==> src/rtl/ex_stage_if.sv <==
// ---------------------------------------------------------------------------
// ex_stage_if -- bundle of every non-clock/reset signal of the execute stage.
//
// Signal groups:
//   control   : flush
//   ID -> EX  : id_valid / ex_ready handshake plus decoded instruction fields
//               (id_alu_op, id_rs1, id_rs2, id_rd, id_rs1_data, id_rs2_data,
//               id_imm, id_pc, id_src1_pc, id_src2_imm, id_rf_we)
//   EX <-> ALU: alu_op, alu_src1, alu_src2 out; alu_result back
//   EX -> MEM : mem_valid / mem_ready handshake plus mem_result, mem_rd,
//               mem_rf_we, mem_pc
//   WB -> EX  : wb_we, wb_rd, wb_data (forwarding source)
//
// Modports:
//   slave  -- the execute stage itself
//   master -- the surrounding pipeline (decode, ALU, MEM, WB, or a bench)
// ---------------------------------------------------------------------------
interface ex_stage_if #(
    parameter int XLEN = 64,
    parameter int OPW  = 15
);
    logic            flush;

    logic            id_valid;
    logic            ex_ready;
    logic [OPW-1:0]  id_alu_op;
    logic [4:0]      id_rs1;
    logic [4:0]      id_rs2;
    logic [4:0]      id_rd;
    logic [XLEN-1:0] id_rs1_data;
    logic [XLEN-1:0] id_rs2_data;
    logic [XLEN-1:0] id_imm;
    logic [XLEN-1:0] id_pc;
    logic            id_src1_pc;
    logic            id_src2_imm;
    logic            id_rf_we;

    logic [OPW-1:0]  alu_op;
    logic [XLEN-1:0] alu_src1;
    logic [XLEN-1:0] alu_src2;
    logic [XLEN-1:0] alu_result;

    logic            mem_valid;
    logic            mem_ready;
    logic [XLEN-1:0] mem_result;
    logic [4:0]      mem_rd;
    logic            mem_rf_we;
    logic [XLEN-1:0] mem_pc;

    logic            wb_we;
    logic [4:0]      wb_rd;
    logic [XLEN-1:0] wb_data;

    modport slave (
        input  flush,
        input  id_valid, id_alu_op, id_rs1, id_rs2, id_rd,
               id_rs1_data, id_rs2_data, id_imm, id_pc,
               id_src1_pc, id_src2_imm, id_rf_we,
        output ex_ready,
        output alu_op, alu_src1, alu_src2,
        input  alu_result,
        output mem_valid, mem_result, mem_rd, mem_rf_we, mem_pc,
        input  mem_ready,
        input  wb_we, wb_rd, wb_data
    );

    modport master (
        output flush,
        output id_valid, id_alu_op, id_rs1, id_rs2, id_rd,
               id_rs1_data, id_rs2_data, id_imm, id_pc,
               id_src1_pc, id_src2_imm, id_rf_we,
        input  ex_ready,
        input  alu_op, alu_src1, alu_src2,
        output alu_result,
        input  mem_valid, mem_result, mem_rd, mem_rf_we, mem_pc,
        output mem_ready,
        output wb_we, wb_rd, wb_data
    );
endinterface

==> src/rtl/ex_stage.sv <==
// ---------------------------------------------------------------------------
// ex_stage -- execute stage between decode and the combinational ALU.
//
// Holds one decoded ALU-class instruction in an ID/EX holding register,
// selects the ALU operands from it, and captures the ALU result into an
// EX/MEM output register. Both boundaries use valid/ready handshakes.
//
// Ports:
//   clk    -- clock
//   rst_n  -- asynchronous active-low reset
//   bus    -- ex_stage_if.slave: flush, ID handshake and fields, ALU
//             operands/result, MEM handshake and fields, WB write port
//
// Compile-time option:
//   EX_FWD_EN -- when defined, rs1/rs2 values are forwarded from the output
//                register (MEM) and from the writeback port (WB), both when
//                an instruction is accepted and every cycle it is held. The
//                forwarded value is written back into the holding register
//                so it survives a stall that outlasts the producer.
//                When undefined, register-file data is used as delivered and
//                decode must stall until producers have written back.
// ---------------------------------------------------------------------------
module ex_stage #(
    parameter int XLEN = 64,
    parameter int OPW  = 15
) (
    input  logic      clk,
    input  logic      rst_n,
    ex_stage_if.slave bus
);

    typedef struct packed {
        logic [OPW-1:0]  op;
        logic [4:0]      rs1;
        logic [4:0]      rs2;
        logic [4:0]      rd;
        logic [XLEN-1:0] rs1_val;
        logic [XLEN-1:0] rs2_val;
        logic [XLEN-1:0] imm;
        logic [XLEN-1:0] pc;
        logic            src1_pc;
        logic            src2_imm;
        logic            rf_we;
    } hold_t;

    // Holding register (ID/EX)
    logic            ex_valid;
    hold_t           hold_q;

    // Output register (EX/MEM)
    logic            mem_valid_q;
    logic [XLEN-1:0] mem_result_q;
    logic [4:0]      mem_rd_q;
    logic            mem_rf_we_q;
    logic [XLEN-1:0] mem_pc_q;

    // Handshake terms
    logic out_fire;
    logic out_free;
    logic accept;
    logic adv;

    assign out_fire = mem_valid_q & bus.mem_ready;
    assign out_free = ~mem_valid_q | bus.mem_ready;
    // Readiness does not look at flush: a flushed slot can still be refilled
    // in the same cycle. This is a combinational path from mem_ready.
    assign bus.ex_ready = ~ex_valid | out_free;
    assign accept       = bus.id_valid & bus.ex_ready;
    // A flushed instruction must never reach MEM, so flush masks advance.
    assign adv          = ex_valid & out_free & ~bus.flush;

    // ------------------------------------------------------------------
    // Operand values: forwarded or straight from the register file
    // ------------------------------------------------------------------
    logic [XLEN-1:0] id_rs1_fwd;
    logic [XLEN-1:0] id_rs2_fwd;
    logic [XLEN-1:0] ex_rs1_fwd;
    logic [XLEN-1:0] ex_rs2_fwd;

`ifdef EX_FWD_EN
    // MEM is younger than WB, so it wins. x0 is hard-wired and never forwarded.
    function automatic logic [XLEN-1:0] fwd_value(input logic [4:0]      idx,
                                                  input logic [XLEN-1:0] rf_data);
        logic [XLEN-1:0] v;
        v = rf_data;
        if (idx != 5'd0) begin
            if (mem_valid_q && mem_rf_we_q && (mem_rd_q == idx)) begin
                v = mem_result_q;
            end else if (bus.wb_we && (bus.wb_rd == idx)) begin
                v = bus.wb_data;
            end
        end
        return v;
    endfunction

    // always_comb (not assign) so reads of the MEM/WB state inside the
    // function are part of the sensitivity.
    always_comb begin
        id_rs1_fwd = fwd_value(bus.id_rs1, bus.id_rs1_data);
        id_rs2_fwd = fwd_value(bus.id_rs2, bus.id_rs2_data);
        ex_rs1_fwd = fwd_value(hold_q.rs1, hold_q.rs1_val);
        ex_rs2_fwd = fwd_value(hold_q.rs2, hold_q.rs2_val);
    end
`else
    always_comb begin
        id_rs1_fwd = bus.id_rs1_data;
        id_rs2_fwd = bus.id_rs2_data;
        ex_rs1_fwd = hold_q.rs1_val;
        ex_rs2_fwd = hold_q.rs2_val;
    end

    // Writeback port and held register indices only feed forwarding.
    logic unused_fwd;
    assign unused_fwd = ^{bus.wb_we, bus.wb_rd, bus.wb_data, hold_q.rs1, hold_q.rs2};
`endif

    // ------------------------------------------------------------------
    // Operand select toward the ALU
    // ------------------------------------------------------------------
    assign bus.alu_op   = ex_valid ? hold_q.op : '0;
    assign bus.alu_src1 = hold_q.src1_pc  ? hold_q.pc  : ex_rs1_fwd;
    assign bus.alu_src2 = hold_q.src2_imm ? hold_q.imm : ex_rs2_fwd;

    // ------------------------------------------------------------------
    // Holding register
    // ------------------------------------------------------------------
    // NOTE: every field is reset, not just the valid bit, because the
    // operand outputs are driven straight from these fields and must read
    // as zero out of reset.
    always_ff @(posedge clk or negedge rst_n) begin
        if (!rst_n) begin
            // NOTE: sequential state uses non-blocking assignments only, so
            // every register samples values from before this edge.
            ex_valid <= 1'b0;
            hold_q   <= '0;
        end else if (accept) begin
            // A new accept wins over both flush and advance of the old entry.
            ex_valid        <= 1'b1;
            hold_q.op       <= bus.id_alu_op;
            hold_q.rs1      <= bus.id_rs1;
            hold_q.rs2      <= bus.id_rs2;
            hold_q.rd       <= bus.id_rd;
            hold_q.rs1_val  <= id_rs1_fwd;
            hold_q.rs2_val  <= id_rs2_fwd;
            hold_q.imm      <= bus.id_imm;
            hold_q.pc       <= bus.id_pc;
            hold_q.src1_pc  <= bus.id_src1_pc;
            hold_q.src2_imm <= bus.id_src2_imm;
            hold_q.rf_we    <= bus.id_rf_we;
        end else begin
            if (bus.flush || adv) begin
                ex_valid <= 1'b0;
            end
            // Capture forwarded operands while waiting, so the value is kept
            // after its producer has left MEM/WB. Without forwarding this
            // simply rewrites the same data.
            if (ex_valid) begin
                hold_q.rs1_val <= ex_rs1_fwd;
                hold_q.rs2_val <= ex_rs2_fwd;
            end
        end
    end

    // ------------------------------------------------------------------
    // Output register toward MEM
    // ------------------------------------------------------------------
    always_ff @(posedge clk or negedge rst_n) begin
        if (!rst_n) begin
            mem_valid_q  <= 1'b0;
            mem_result_q <= '0;
            mem_rd_q     <= '0;
            mem_rf_we_q  <= 1'b0;
            mem_pc_q     <= '0;
        end else if (adv) begin
            mem_valid_q  <= 1'b1;
            mem_result_q <= bus.alu_result;
            mem_rd_q     <= hold_q.rd;
            mem_rf_we_q  <= hold_q.rf_we;
            mem_pc_q     <= hold_q.pc;
        end else if (out_fire) begin
            mem_valid_q  <= 1'b0;
        end
    end

    assign bus.mem_valid  = mem_valid_q;
    assign bus.mem_result = mem_result_q;
    assign bus.mem_rd     = mem_rd_q;
    assign bus.mem_rf_we  = mem_rf_we_q;
    assign bus.mem_pc     = mem_pc_q;

endmodule
==> src/flat_wrapper.sv <==
// flat-port wrapper written by rule: the top's interface ports become plain ports
module ex_stage_flat 
#(
    parameter int XLEN = 64,
    parameter int OPW  = 15
)
  (clk, rst_n, bus_flush, bus_id_valid, bus_id_alu_op, bus_id_rs1, bus_id_rs2, bus_id_rd, bus_id_rs1_data, bus_id_rs2_data, bus_id_imm, bus_id_pc, bus_id_src1_pc, bus_id_src2_imm, bus_id_rf_we, bus_ex_ready, bus_alu_op, bus_alu_src1, bus_alu_src2, bus_alu_result, bus_mem_valid, bus_mem_result, bus_mem_rd, bus_mem_rf_we, bus_mem_pc, bus_mem_ready, bus_wb_we, bus_wb_rd, bus_wb_data);
  ex_stage_if #(.XLEN(XLEN), .OPW(OPW)) bus_i ();
  input  logic clk;
  input  logic rst_n;
  input wire logic [$bits(bus_i.flush)-1:0] bus_flush;
  input wire logic [$bits(bus_i.id_valid)-1:0] bus_id_valid;
  input wire logic [$bits(bus_i.id_alu_op)-1:0] bus_id_alu_op;
  input wire logic [$bits(bus_i.id_rs1)-1:0] bus_id_rs1;
  input wire logic [$bits(bus_i.id_rs2)-1:0] bus_id_rs2;
  input wire logic [$bits(bus_i.id_rd)-1:0] bus_id_rd;
  input wire logic [$bits(bus_i.id_rs1_data)-1:0] bus_id_rs1_data;
  input wire logic [$bits(bus_i.id_rs2_data)-1:0] bus_id_rs2_data;
  input wire logic [$bits(bus_i.id_imm)-1:0] bus_id_imm;
  input wire logic [$bits(bus_i.id_pc)-1:0] bus_id_pc;
  input wire logic [$bits(bus_i.id_src1_pc)-1:0] bus_id_src1_pc;
  input wire logic [$bits(bus_i.id_src2_imm)-1:0] bus_id_src2_imm;
  input wire logic [$bits(bus_i.id_rf_we)-1:0] bus_id_rf_we;
  output wire logic [$bits(bus_i.ex_ready)-1:0] bus_ex_ready;
  output wire logic [$bits(bus_i.alu_op)-1:0] bus_alu_op;
  output wire logic [$bits(bus_i.alu_src1)-1:0] bus_alu_src1;
  output wire logic [$bits(bus_i.alu_src2)-1:0] bus_alu_src2;
  input wire logic [$bits(bus_i.alu_result)-1:0] bus_alu_result;
  output wire logic [$bits(bus_i.mem_valid)-1:0] bus_mem_valid;
  output wire logic [$bits(bus_i.mem_result)-1:0] bus_mem_result;
  output wire logic [$bits(bus_i.mem_rd)-1:0] bus_mem_rd;
  output wire logic [$bits(bus_i.mem_rf_we)-1:0] bus_mem_rf_we;
  output wire logic [$bits(bus_i.mem_pc)-1:0] bus_mem_pc;
  input wire logic [$bits(bus_i.mem_ready)-1:0] bus_mem_ready;
  input wire logic [$bits(bus_i.wb_we)-1:0] bus_wb_we;
  input wire logic [$bits(bus_i.wb_rd)-1:0] bus_wb_rd;
  input wire logic [$bits(bus_i.wb_data)-1:0] bus_wb_data;
  assign bus_i.flush = bus_flush;
  assign bus_i.id_valid = bus_id_valid;
  assign bus_i.id_alu_op = bus_id_alu_op;
  assign bus_i.id_rs1 = bus_id_rs1;
  assign bus_i.id_rs2 = bus_id_rs2;
  assign bus_i.id_rd = bus_id_rd;
  assign bus_i.id_rs1_data = bus_id_rs1_data;
  assign bus_i.id_rs2_data = bus_id_rs2_data;
  assign bus_i.id_imm = bus_id_imm;
  assign bus_i.id_pc = bus_id_pc;
  assign bus_i.id_src1_pc = bus_id_src1_pc;
  assign bus_i.id_src2_imm = bus_id_src2_imm;
  assign bus_i.id_rf_we = bus_id_rf_we;
  assign bus_ex_ready = bus_i.ex_ready;
  assign bus_alu_op = bus_i.alu_op;
  assign bus_alu_src1 = bus_i.alu_src1;
  assign bus_alu_src2 = bus_i.alu_src2;
  assign bus_i.alu_result = bus_alu_result;
  assign bus_mem_valid = bus_i.mem_valid;
  assign bus_mem_result = bus_i.mem_result;
  assign bus_mem_rd = bus_i.mem_rd;
  assign bus_mem_rf_we = bus_i.mem_rf_we;
  assign bus_mem_pc = bus_i.mem_pc;
  assign bus_i.mem_ready = bus_mem_ready;
  assign bus_i.wb_we = bus_wb_we;
  assign bus_i.wb_rd = bus_wb_rd;
  assign bus_i.wb_data = bus_wb_data;
  ex_stage #(.XLEN(XLEN), .OPW(OPW)) u_core (.clk(clk), .rst_n(rst_n), .bus(bus_i));
endmodule
==> config.mk <==
export PLATFORM = sky130hd
export DESIGN_NAME = ex_stage_flat
export DESIGN_NICKNAME = d
export VERILOG_FILES = /design/src/rtl/ex_stage_if.sv /design/src/rtl/ex_stage.sv /design/src/flat_wrapper.sv
export SDC_FILE = /design/constraint.sdc
export NUM_CORES = 1
export LEC_CHECK = 0
export ABC_AREA = 1
export BUFFER_PORTS_ARGS = -buffer_cell sky130_fd_sc_hd__buf_2
export CORE_AREA = 3 3 276 278
export CTS_CLUSTER_DIAMETER = 30
export CTS_CLUSTER_SIZE = 12
export DETAILED_ROUTE_END_ITERATION = 16
export DIE_AREA = 0 0 279 281
export GPL_TIMING_DRIVEN = 0
export HOLD_SLACK_MARGIN = 0.05
export PLACE_DENSITY_LB_ADDON = 0.3
export SYNTH_ARGS = -nofsm -noshare
export SYNTH_HDL_FRONTEND = slang
export SYNTH_SLANG_ARGS = --single-unit
==> constraint.sdc <==
create_clock -name clk -period 3.9 [get_ports clk]
set_clock_uncertainty 0.15 [all_clocks]
set_input_delay 1.17 -clock clk [delete_from_list [all_inputs] [get_ports clk]]
set_output_delay 1.17 -clock clk [all_outputs]
set_load 0.01 [all_outputs]
==> results.toml <==
[worst_setup_path]
crit_path_start = "bus_mem_ready"
crit_top_cell = "buf_2"
reg2reg_depth = 7
r2r_slack_ps = 1370
crit_buf_inv = 5
required_ps = 2580
slowest_delay_ps = 420
end_kind = "primary output"
critPathCapture = "bus_ex_ready"
slowest_stage = "buf_2"
startpoint_type = "input pin"
critical_path_depth = 6
cp.arrival_ps = 2390
critPathKind = "in -> out"
cp_top_family = "buffers and inverters"
cp_max_fo = 10
timing.rr.end = "u_core.hold_q[128]$_DFFE_PN0P_"
worstPathCellList = "buf_2, inv_1, nand3_2, buf_2, buf_2, buf_2"
r2r_start = "u_core.ex_valid$_DFFE_PN0P_"

[synth]
ys_warn_count = 0
seq_area_frac_synth = 0.575
netlist-cell-type-count = 13
syn_inst = 2241
synth_area_per_cell_um2 = 8.06
syn-num-nets = 2669
synth_area_um2 = 18100
ys_seq_elements = 415

[placed_design]
dp_hpwl_mm = 57.6
place_congestion = 0.849
io_buffers = 625
dp.cells = 3838
place_area_um2 = 22500
pre_cts_ws_ps = -24.1

[cells_and_area]
final_common_cell = "nand2_1"
layout_common_cells = "nand2_1, buf_2, dfrtp_1"
multi_input_area_um2 = 6400
area_growth_pct = 47.3
fin_area_um2 = 26600
fin_util = 0.359
seqCellArea_um2 = 10400
layout-drive-gt1-share = 0.290
stdcell_count = 4075
fillers = 7986
fin_nets = 3415

[die]
fp-row-count = 100
core-area_um2 = 74200
start_util = 0.244
dieHeight_um = 281
io-pin-count = 707
die-area_um2 = 78400
dieWidth_um = 279

[power]
p_leak_nw = 14.7
p_total_mw = 17.6
p_per_area_nw_per_um2 = 660
vdd_ir_drop_max_mv = 0.373

[timing]
finalHoldViolations = 0
layout_setup_ws_ps = 190
rsz0062_at_grt = "false"
setup_viol = 0
max_freq_mhz = 270
finalCriticalPeriod_ps = 3710
drv_slew = 0
tightest_slew_ps = 1010
fin_crit_sh = 0.951
slew_headroom = 0.328

[route]
antenna_left = 0
detail_route.wl_per_cell_um = 18.9
drc_errors = 0
finalWirelength_mm = 77.0
vias_per_cell = 4.36
first_iter_violations = 905
first_pass_iters = 5
vias = 17800

[clocking]
cts_setup_buffers = 0
cts_made_buffers = 117
clock_sinks = 415
cts_tree = "done"
path_clk_slew_ps = 40
root_buffer = "clkbuf_16"
clkLatencyLatePin_ps = 640
clk_path_buf_depth = 3
ctsHtreeMaxLevel = 3
postCtsHoldBufs = 0

[grt]
grt.total_usage = 0.192
grt_pass1_vias = 18000
grt_pass1_wl_mm = 113
grt_overflow = 0
antenna_found_initial = 35
grt_max_degree = 111

[flow_run]
drv_cap = 0

[run_status]
run_status = "finished, final reports clean"

[hold_path]
hold_path_class = "reg -> reg"
## sequential cells by signal (all words and copies together), names as in the netlist
name	flops
u_core.bus.mem_rd	5
u_core.ex_rs2_fwd	64
u_core.bus.mem_rf_we	1
u_core.bus.mem_result	64
u_core.hold_q	151
u_core.ex_rs1_fwd	64
u_core.bus.mem_pc	64
u_core.ex_valid	1
u_core.bus.mem_valid	1
## synthesized netlist by cell type (all sizes together)
cell type  instances  area, um2
buf              103        512
clkbuf            61        229
dfrtp            415      10400
inv              145        544
nand2            973       3660
nand3            414       2080
nor2               1       20.0
o21ai            129        646
## stage by stage
step           setup TNS (ps)  hold WS (ps)
2_1_floorplan               0           292
3_3_place_gp         -3112780           300
3_5_place_dp            -39.1           303
4_1_cts                     0           313
5_1_grt                     0           327
6_report                    0           310
## power by group
| group | internal, mW | switching [mW] |
|---|---|---|
| Combinational | 0.943 | 1.70 |
| Clock | 6.75 | 2.84 |
| Sequential | 4.95 | 0.373 |
## cell families (layout without fill, tap and decap cells)
family	Yosys count	after routing	share of synthesized area
AO/OA/AOI/OAI	129	129	0.0357
AND/OR/NAND/NOR	1388	1388	0.319
buffers and inverters	309	1152	0.0711
flip-flops	415	415	0.575
other	0	22	0
## area by class of cell
cell class                      count  share of cell area
Tap cell                          969              0.0456
Clock buffer                      174               0.131
Inverter                          145              0.0205
Buffer                            163              0.0282
Multi-Input combinational cell   1517               0.241
Antenna cell                       22             0.00207
Sequential cell                   415               0.390
Clock inverter                     42              0.0207
Timing Repair Buffer              628               0.121
## worst min path at each step
stage	startpoint	end	slack, ps	depth (start not counted)
finish	u_core.bus.mem_result[26]$_DFFE_PN0P_	u_core.bus.mem_result[26]$_DFFE_PN0P_	310	2
detailed placement	u_core.bus.mem_pc[40]$_DFFE_PN0P_	u_core.bus.mem_pc[40]$_DFFE_PN0P_	300	2
floorplan	u_core.hold_q[129]$_DFFE_PN0P_	u_core.hold_q[129]$_DFFE_PN0P_	290	2
global placement	u_core.bus.mem_result[11]$_DFFE_PN0P_	u_core.bus.mem_result[11]$_DFFE_PN0P_	300	2
global route	u_core.hold_q[287]$_DFFE_PN0P_	u_core.hold_q[287]$_DFFE_PN0P_	330	2
CTS	u_core.bus.mem_result[63]$_DFFE_PN0P_	u_core.bus.mem_result[63]$_DFFE_PN0P_	310	2
## routing by layer
layer,vias to the layer above,track usage,wire length (um)
met2,596,0.323,37300
met4,22,0.0778,2220
met1,8338,0.232,31700
met5,-,0,148
li1,8641,-,-
met3,161,0.0572,5650
## what timing repair did
| item | 4_1_cts | 5_1_grt |
|---|---|---|
| resized for setup | 6 | 0 |
| hold endpoints to repair | 0 | 0 |
| setup endpoints to repair | 43 | 0 |
## worst register-to-register path, delay by kind of cell (launching register included)
| family | cells | cell delay [ps] |
|---|---|---|
| buffers and inverters | 3 | 1190 |
| and+or+nand+nor | 4 | 790 |
| DFF | 1 | 320 |
No activity file was read; power rests on OpenSTA's default activity.
